$ cat config.mk
export PLATFORM = sky130hd
export DESIGN_NAME = can_frame_rx
export DESIGN_NICKNAME = d
export VERILOG_FILES = /design/src/rtl/can_pkg.sv /design/src/rtl/can_crc15_serial.sv /design/src/rtl/can_frame_rx.sv
export SDC_FILE = /design/constraint.sdc
export NUM_CORES = 1
export LEC_CHECK = 0
export ABC_AREA = 0
export ABC_CLOCK_PERIOD_IN_PS = 2150
export BUFFER_PORTS_ARGS = -buffer_cell sky130_fd_sc_hd__buf_2
export CAP_MARGIN = 20
export CORE_MARGIN = 3
export CORE_UTILIZATION = 35
export CTS_CLUSTER_DIAMETER = 40
export CTS_CLUSTER_SIZE = 12
export DETAILED_ROUTE_END_ITERATION = 8
export MAX_ROUTING_LAYER = met4
export PLACE_DENSITY_LB_ADDON = 0.12
export SKIP_CTS_REPAIR_TIMING = 1
export SYNTH_ARGS = -nofsm -noshare
export SYNTH_HDL_FRONTEND = slang
export SYNTH_SLANG_ARGS = --single-unit
$ cat constraint.sdc
create_clock -name clk -period 2.15 [get_ports clk]
set_input_delay 0.1075 -clock clk [delete_from_list [all_inputs] [get_ports clk]]
set_output_delay 0.1075 -clock clk [all_outputs]
set_load 0.01 [all_outputs]
$ cat src/rtl/can_pkg.sv
// Shared states, field widths and frame header layout for the team CAN serial link.
// Pure declarations: no latency, no backpressure.
package can_pkg;

  localparam int ID_W   = 1;
  localparam int DLC_W  = 4;
  localparam int DATA_W = 16;
  localparam int CRC_W  = 15;
  localparam int EOF_W  = 7;
  localparam int IFS_W  = 3;
  localparam int ARB_W  = 2;
  localparam int CTRL_W = 6;
  localparam int HDR_W  = ARB_W + CTRL_W + DATA_W;
  localparam int CNT_W  = 5;

  localparam logic [CRC_W-1:0] CRC15_POLY = 15'h4599;

  typedef enum logic [3:0] {
    S_IDLE,
    S_SOF,
    S_ARB,
    S_CTRL,
    S_DATA,
    S_CRC,
    S_CRC_DEL,
    S_ACK,
    S_ACK_DEL,
    S_EOF,
    S_IFS
  } state_t;

  // Bit order matches the wire order, so the header shifts in MSB first.
  typedef struct packed {
    logic [ID_W-1:0]   id;
    logic              rtr;
    logic              ide;
    logic              r0;
    logic [DLC_W-1:0]  dlc;
    logic [DATA_W-1:0] data;
  } hdr_t;

  function automatic logic [CNT_W-1:0] field_last(input state_t s);
    case (s)
      S_ARB:   return CNT_W'(ARB_W - 1);
      S_CTRL:  return CNT_W'(CTRL_W - 1);
      S_DATA:  return CNT_W'(DATA_W - 1);
      S_CRC:   return CNT_W'(CRC_W - 1);
      S_EOF:   return CNT_W'(EOF_W - 1);
      S_IFS:   return CNT_W'(IFS_W - 1);
      default: return '0;
    endcase
  endfunction

endpackage

$ cat src/rtl/can_crc15_serial.sv
// Serial CRC-15, one bit per bit_en; result visible the cycle after the last bit.
// No backpressure: the caller paces bits; clear has priority over bit_en.
module can_crc15_serial
  import can_pkg::*;
#(
  parameter logic [CRC_W-1:0] POLY = CRC15_POLY
) (
  input  logic             clk,
  input  logic             rst,
  input  logic             clear,
  input  logic             bit_en,
  input  logic             bit_in,
  output logic [CRC_W-1:0] crc
);

  logic fb;

  assign fb = bit_in ^ crc[CRC_W-1];

  always_ff @(posedge clk or negedge rst) begin
    if (!rst) begin
      crc <= '0;
    end else if (clear) begin
      crc <= '0;
    end else if (bit_en) begin
      crc <= {crc[CRC_W-2:0], 1'b0} ^ (fb ? POLY : '0);
    end
  end

endmodule

$ cat src/rtl/can_frame_rx.sv
// CAN frame receiver: sync, bit timing, field FSM, CRC check, ACK drive, decoded outputs.
// Latency: rx_valid one cycle after the last EOF sample point; bus-timed, no backpressure.
module can_frame_rx
  import can_pkg::*;
#(
  parameter int               BIT_TICKS = 16,
  parameter logic [CRC_W-1:0] CRC_POLY  = CRC15_POLY
) (
  input  logic              clk,
  input  logic              rst,
  input  logic              can_rx,
  output logic              can_tx,
  output logic              rx_valid,
  output logic              rx_id,
  output logic              rx_rtr,
  output logic              rx_ide,
  output logic [DLC_W-1:0]  rx_dlc,
  output logic [DATA_W-1:0] rx_data,
  output logic              crc_err,
  output logic              form_err
);

  localparam int            TW       = $clog2(BIT_TICKS);
  localparam logic [TW-1:0] SAMPLE_T = TW'(BIT_TICKS / 2 - 1);
  localparam logic [TW-1:0] LAST_T   = TW'(BIT_TICKS - 1);

  logic             rx_s1, rx_s2, rx_prev;
  logic [TW-1:0]    tick_cnt;
  state_t           state, state_nxt;
  logic [CNT_W-1:0] bit_cnt, bit_cnt_nxt;
  hdr_t             hdr_sr;
  logic [CRC_W-1:0] crc_rx, crc_calc;
  logic             err_flag, err_nxt;
  logic             ack_drv, ack_nxt;
  logic             fall, sample, last_bit, crc_ok;
  logic             frame_start, valid_nxt, crc_err_nxt, form_err_nxt;

  assign fall     = rx_prev & ~rx_s2;
  assign sample   = (state != S_IDLE) && (tick_cnt == SAMPLE_T);
  assign last_bit = (bit_cnt == '0);
  assign crc_ok   = (crc_calc == crc_rx);
  assign can_tx   = ~ack_drv;

  always_ff @(posedge clk or negedge rst) begin
    if (!rst) begin
      rx_s1   <= 1'b1;
      rx_s2   <= 1'b1;
      rx_prev <= 1'b1;
    end else begin
      rx_s1   <= can_rx;
      rx_s2   <= rx_s1;
      rx_prev <= rx_s2;
    end
  end

  // Held at zero while idle, so the SOF edge acts as a hard sync.
  always_ff @(posedge clk or negedge rst) begin
    if (!rst) begin
      tick_cnt <= '0;
    end else if (state == S_IDLE) begin
      tick_cnt <= '0;
    end else if (tick_cnt == LAST_T) begin
      tick_cnt <= '0;
    end else begin
      tick_cnt <= tick_cnt + TW'(1);
    end
  end

  always_ff @(posedge clk or negedge rst) begin
    if (!rst) begin
      state    <= S_IDLE;
      bit_cnt  <= '0;
      err_flag <= 1'b0;
      ack_drv  <= 1'b0;
    end else begin
      state    <= state_nxt;
      bit_cnt  <= bit_cnt_nxt;
      err_flag <= err_nxt;
      ack_drv  <= ack_nxt;
    end
  end

  always_comb begin
    state_nxt    = state;
    bit_cnt_nxt  = bit_cnt;
    err_nxt      = err_flag;
    ack_nxt      = ack_drv;
    frame_start  = 1'b0;
    valid_nxt    = 1'b0;
    crc_err_nxt  = 1'b0;
    form_err_nxt = 1'b0;
    if (state == S_IDLE) begin
      if (fall) begin
        state_nxt   = S_SOF;
        bit_cnt_nxt = '0;
        frame_start = 1'b1;
        err_nxt     = 1'b0;
      end
    end else if (sample) begin
      bit_cnt_nxt = bit_cnt - CNT_W'(1);
      case (state)
        S_SOF:  state_nxt = rx_s2 ? S_IDLE : S_ARB;
        S_ARB:  if (last_bit) state_nxt = S_CTRL;
        S_CTRL: if (last_bit) state_nxt = S_DATA;
        S_DATA: if (last_bit) state_nxt = S_CRC;
        S_CRC:  if (last_bit) state_nxt = S_CRC_DEL;
        S_CRC_DEL: begin
          if (!crc_ok) begin
            crc_err_nxt = 1'b1;
            err_nxt     = 1'b1;
          end
          if (!rx_s2) begin
            form_err_nxt = 1'b1;
            state_nxt    = S_IDLE;
          end else begin
            ack_nxt   = crc_ok;
            state_nxt = S_ACK;
          end
        end
        S_ACK: begin
          ack_nxt   = 1'b0;
          state_nxt = S_ACK_DEL;
        end
        S_ACK_DEL: begin
          if (!rx_s2) begin
            form_err_nxt = 1'b1;
            state_nxt    = S_IDLE;
          end else begin
            state_nxt = S_EOF;
          end
        end
        S_EOF: begin
          if (!rx_s2) begin
            form_err_nxt = 1'b1;
            state_nxt    = S_IDLE;
          end else if (last_bit) begin
            valid_nxt = ~err_flag;
            state_nxt = S_IFS;
          end
        end
        S_IFS:   if (last_bit) state_nxt = S_IDLE;
        default: state_nxt = S_IDLE;
      endcase
      if (state_nxt != state) bit_cnt_nxt = field_last(state_nxt);
    end
  end

  always_ff @(posedge clk or negedge rst) begin
    if (!rst) begin
      hdr_sr <= '0;
      crc_rx <= '0;
    end else if (sample) begin
      if (state == S_ARB || state == S_CTRL || state == S_DATA) begin
        hdr_sr <= {hdr_sr[HDR_W-2:0], rx_s2};
      end
      if (state == S_CRC) begin
        crc_rx <= {crc_rx[CRC_W-2:0], rx_s2};
      end
    end
  end

  can_crc15_serial #(
    .POLY(CRC_POLY)
  ) u_crc (
    .clk   (clk),
    .rst   (rst),
    .clear (frame_start),
    .bit_en(sample && state == S_DATA),
    .bit_in(rx_s2),
    .crc   (crc_calc)
  );

  always_ff @(posedge clk or negedge rst) begin
    if (!rst) begin
      rx_valid <= 1'b0;
      crc_err  <= 1'b0;
      form_err <= 1'b0;
      rx_id    <= 1'b0;
      rx_rtr   <= 1'b0;
      rx_ide   <= 1'b0;
      rx_dlc   <= '0;
      rx_data  <= '0;
    end else begin
      rx_valid <= valid_nxt;
      crc_err  <= crc_err_nxt;
      form_err <= form_err_nxt;
      if (valid_nxt) begin
        rx_id   <= hdr_sr.id;
        rx_rtr  <= hdr_sr.rtr;
        rx_ide  <= hdr_sr.ide;
        rx_dlc  <= hdr_sr.dlc;
        rx_data <= hdr_sr.data;
      end
    end
  end

endmodule

# Yosys cells after proc, flatten, opt, wreduce, memory -nomap -nowiden
# Cells that the tools add are included.
[totals]
latchBits = 0
wordCells = 121
mem_bits_ro = 0
n_memories = 0
register_bits = 98
ramBits = 0
out_inout_bits = 27
[classes]
shifts = 0
order_cmp = 0
mux = 48
bitwise_logic = 7
eq_ne = 23
reduce_logical = 17
addsub = 2
div_mod_pow = 0
multipliers = 0
[ops]
columns = ["operator", "n"]
rows = [
  ["$mux 4", 15],
  ["$mux 15", 3],
  ["$pmux 4 s10", 1],
  ["$eq 4x3->1 const B", 7],
  ["$eq 4x4->1 const B", 6],
  ["$pmux 4 s6", 1],
  ["$mux 1", 21],
  ["$mux 5", 4],
  ["$eq 4x2->1 const B", 4],
  ["$eq 15x15->1", 1],
  ["$xor 15x15->15", 1],
  ["$reduce_and 4->1", 2],
  ["$reduce_bool 2->1", 4],
  ["$reduce_and 2->1", 3],
  ["$logic_not 5->1", 1],
  ["$sub 5x1->5 const B", 1],
  ["$add 4x1->4 const B", 1],
  ["$eq 4x1->1 const B", 1],
  ["$logic_not 4->1", 1],
  ["$ne 2x2->1 const B", 2],
  ["$ne 4x4->1", 1],
  ["$not 1->1", 4],
  ["$reduce_bool 4->1", 1],
  ["$mux 3", 1],
  ["8 further kinds", 10],
]

# Longest topological paths before layout
[depth]
ltp_word = 11
mapped_depth = 9
ltp_nobuf = 7

# Modules after synthesis
# A second synthesis with hierarchy kept.
[hier_totals]
cells_unflattened = 378
area_unflattened_um2 = 4589.4
[by_module_without_submodules]
columns = ["module", "area_each_um2", "cells_per_inst", "n_inst", "seq_area_each_um2"]
rows = [
  ["can_frame_rx", 3863.7, 308, 1, 2080.7],
  ["can_crc15_serial", 725.7, 70, 1, 375.4],
]

# Least setup slack after synthesis
# No wires, ideal clock.
[synth_path]
kind = "register to register"
startpoint = "register tick_cnt[0]"
endpoint = "register crc_rx[10]"
setup_slack_ps = 175
setup_ps = 125
path_buffers = 2
required_time_ps = 2025
t_arrival_ps = 1850
path_stages_with_launch = 8
path_cell_list = "dfrtp_1 -> ha_1 -> and3b_1 -> clkbuf_1 -> nand2_1 -> nor2_2 -> buf_4 -> mux2_2"
[synth_between]
elab_chain_len = 3
[synth_lines]
columns = ["item", "line", "source"]
rows = [
  ["start: declaration", "can_frame_rx.sv:28", "logic [TW-1:0] tick_cnt;"],
  ["start signal: assignment", "can_frame_rx.sv:65", "tick_cnt <= tick_cnt + TW'(1);"],
  ["$eq 4x3->1", "can_frame_rx.sv:39", "assign sample = (state != S_IDLE) && (tick_cnt == SAMPLE_T);"],
  ["$logic_and 1x1->1", "can_frame_rx.sv:39", ""],
  ["$reduce_and 2->1 (no source line)", "n/a", ""],
  ["end signal: assignment", "can_frame_rx.sv:157", "crc_rx <= {crc_rx[CRC_W-2:0], rx_s2};"],
  ["end: declaration", "can_frame_rx.sv:32", "logic [CRC_W-1:0] crc_rx, crc_calc;"],
]
# Every way passes these cells.
# A chain may end at the register's enable or synchronous reset.

# Worst setup path after layout
[layout_path]
startpoint = "register tick_cnt[0]"
endpoint = "register hdr_sr[21] (netlist name)"
[layout_between]
elab_chain_len = 3
[layout_lines]
columns = ["item", "line", "source"]
rows = [
  ["$eq 4x3->1", "can_frame_rx.sv:39", ""],
  ["$logic_and 1x1->1", "can_frame_rx.sv:39", ""],
  ["$reduce_and 2->1 (no source line)", "n/a", ""],
  ["end signal: assignment", "can_frame_rx.sv:154", "hdr_sr <= {hdr_sr[HDR_W-2:0], rx_s2};"],
  ["end: declaration", "can_frame_rx.sv:31", "hdr_t hdr_sr;"],
]
# Every way passes these cells.

==> out/metrics.yaml <==
fillers: 1220
dieHeight_um: 120
post_drt_wl_per_cell_um: 14.4
total_power_mw: 5.20
vias: 3224
pre_cts_ws_ps: 68.1
drv_cap: 0
post-route-drc-count: 0
clk_pin_slew_worst_paths_ps: 60
worst_ep_required_time_ps: 2380
crit_start: "tick_cnt[0]"
hold_ws_ps: 271
fin_crit_sh_pct: 92.8
grt_start_max_net_pins: 65
tritoncts: "built"
synth_top_cells_by_area: "dfrtp_1 53%, mux2_2 9.7%, nand2_1 8.6%"
finalMaxSlewViolations: 0
row_count: 40
fmax_mhz: 501
crit_path_start_kind: "register"
finalSetupTns_ps: 0
gp_congestion: 0.894
dpl.hpwl_um: 6220
crit_path_end_kind: "register"
async_flop_share_pct: 100
grt_use_total_pct: 14.1
yosysSeqAreaShare_pct: 54.2
dr.first_iter.drc_count: 292
utilization_pct: 42.8
wl_um: 9300
syn_avg_cell_area_um2: 10.4
cts.sinks: 98
seqCellArea_um2: 2460
setup_ws_ps: 155
die_w_um: 120
slew_headroom_pct: 65.2
synthCells: 434
rsz0062_at_grt: "false"
min_path_type: "in -> async"
synthToLayoutAreaGrowth_pct: 16.4
grt_antenna_before_repair: 0
setup_viol: 0
core_um2: 12300
synth.most_common_cell: "nand2_1"
cts_buffers: 9
crit_path_max_fanout: 24
synth.largest_area_cell: "dfrtp_1"
ys_warn_count: 0
clock_path_buffers: 2
synth_common_cells: "104 x nand2_1, 95 x dfrtp_1, 39 x mux2_2"
ys.flop_type: "dfrtp_1"
numPortBuffers: 29
grt_pass1_wl_um: 15600
h-tree-depth: 3
drtPass1Iterations: 5
multiInputGateArea_um2: 1930
critPathArrivalTime_ps: 2220
min_period_ps: 1990
fin_nets: 482
status: "complete, no violations"
synth_top_area_share_pct: 52.5
insertion_delay_ps: 350
hold_viol: 0
drive_gt1_share_pct: 23.8
netlist_area_um2: 4530
ys_seq_elements: 98
start_util_pct: 36.8
mappedNetlistNets: 440
vias_per_cell: 4.98
netlist-cell-type-count: 49
cellLeakagePower_nw: 2.58
grt_pass1_vias: 3069
power-per-cell-area_nw_per_um2: 986
fp.dieArea_um2: 14300
n_antenna_cell: 0
ant_nets: 0
root_buffer: "clkbuf_16"
irDropWorstVdd_uv: 416
worst_r2r_startpoint: "tick_cnt[0]"
grt_overflow: 0
skew_ps: 9.40
crit_type: "reg -> reg"
ios: 30
tightest_slew_ps: 517
synth-edff-count: 0
==> final timing paths <==
check,end,slack (ps),cells after the start
max in group asynchronous,crc_rx[2],1180,3
max reg2reg,hdr_sr[21],160,5
min reg2reg,rx_s2,360,0
min in group clk,rx_s2,360,0
max,hdr_sr[21],160,5
min,rx_dlc[2],270,2
==> registers in the layout (all words and copies together) (netlist names), 4 cells and up <==
| signal | cells |
|---|---|
| rx_data | 16 |
| rx_dlc | 4 |
| crc_rx | 15 |
| u_crc.crc | 15 |
| hdr_sr | 24 |
| tick_cnt | 4 |
| bit_cnt | 5 |
| state | 4 |
==> layout make-up <==
type / count / area share, %
Timing Repair Buffer: 56 / 7.45
Clock buffer: 13 / 4.75
Tap cell: 168 / 3.99
Multi-Input combinational cell: 305 / 36.5
Inverter: 6 / 0.427
Clock inverter: 2 / 0.261
Sequential cell: 98 / 46.6
==> worst max-delay path, cell delays in order (launching register included) <==
cell,delay (ps)
dfrtp_1,400
ha_1,270
nand3b_1,250
or3_1,410
buf_4,240
mux2_2,300
==> routing by layer <==
layer  track usage (%)  part of all wire, %  vias up
met5                 -                    0        -
met3              3.96                  5.6       12
met4              5.51                  1.8        0
met1              19.0                   49     1554
li1                  -                    -     1566
met2              20.2                   44       92
==> logic make-up after synthesis <==
| logic type | synth area share, % |
|---|---|
| buf+inv | 3.29 |
| xor+xnor | 4.84 |
| flops | 54.2 |
| mux | 9.70 |
| compound gates | 9.20 |
| simple gates | 17.9 |
| fa+ha+maj | 0.829 |
==> metrics by stage <==
step,std cells,cell area (µm²)
after floorplan,434,4530
after global placement,630,4980
after detailed placement,630,4980
after CTS,645,5240
after global routing,648,5270
final,648,5270
==> power by group <==
group	leakage [nW]	internal (mW)	switching (mW)	total (mW)
logic	1.11	0.672	0.937	1.61
registers	1.34	1.98	0.144	2.12
clock network	0.130	0.811	0.656	1.47
total	2.58	3.46	1.74	5.20
==> cell usage in the layout, fill, tap and decap left out, drive strengths merged, types with 6 or more instances in the layout <==
cell and n:
nand2b 7, nand3 12, xnor2 23, a21oi 19
nor2 20, nor2b 6, nand2 104, buf 54
o21ai 14, clkbuf 13, nor3 6, inv 6
dfrtp 95, mux2 39
Note: power is estimated with default switching activity, not from simulation.
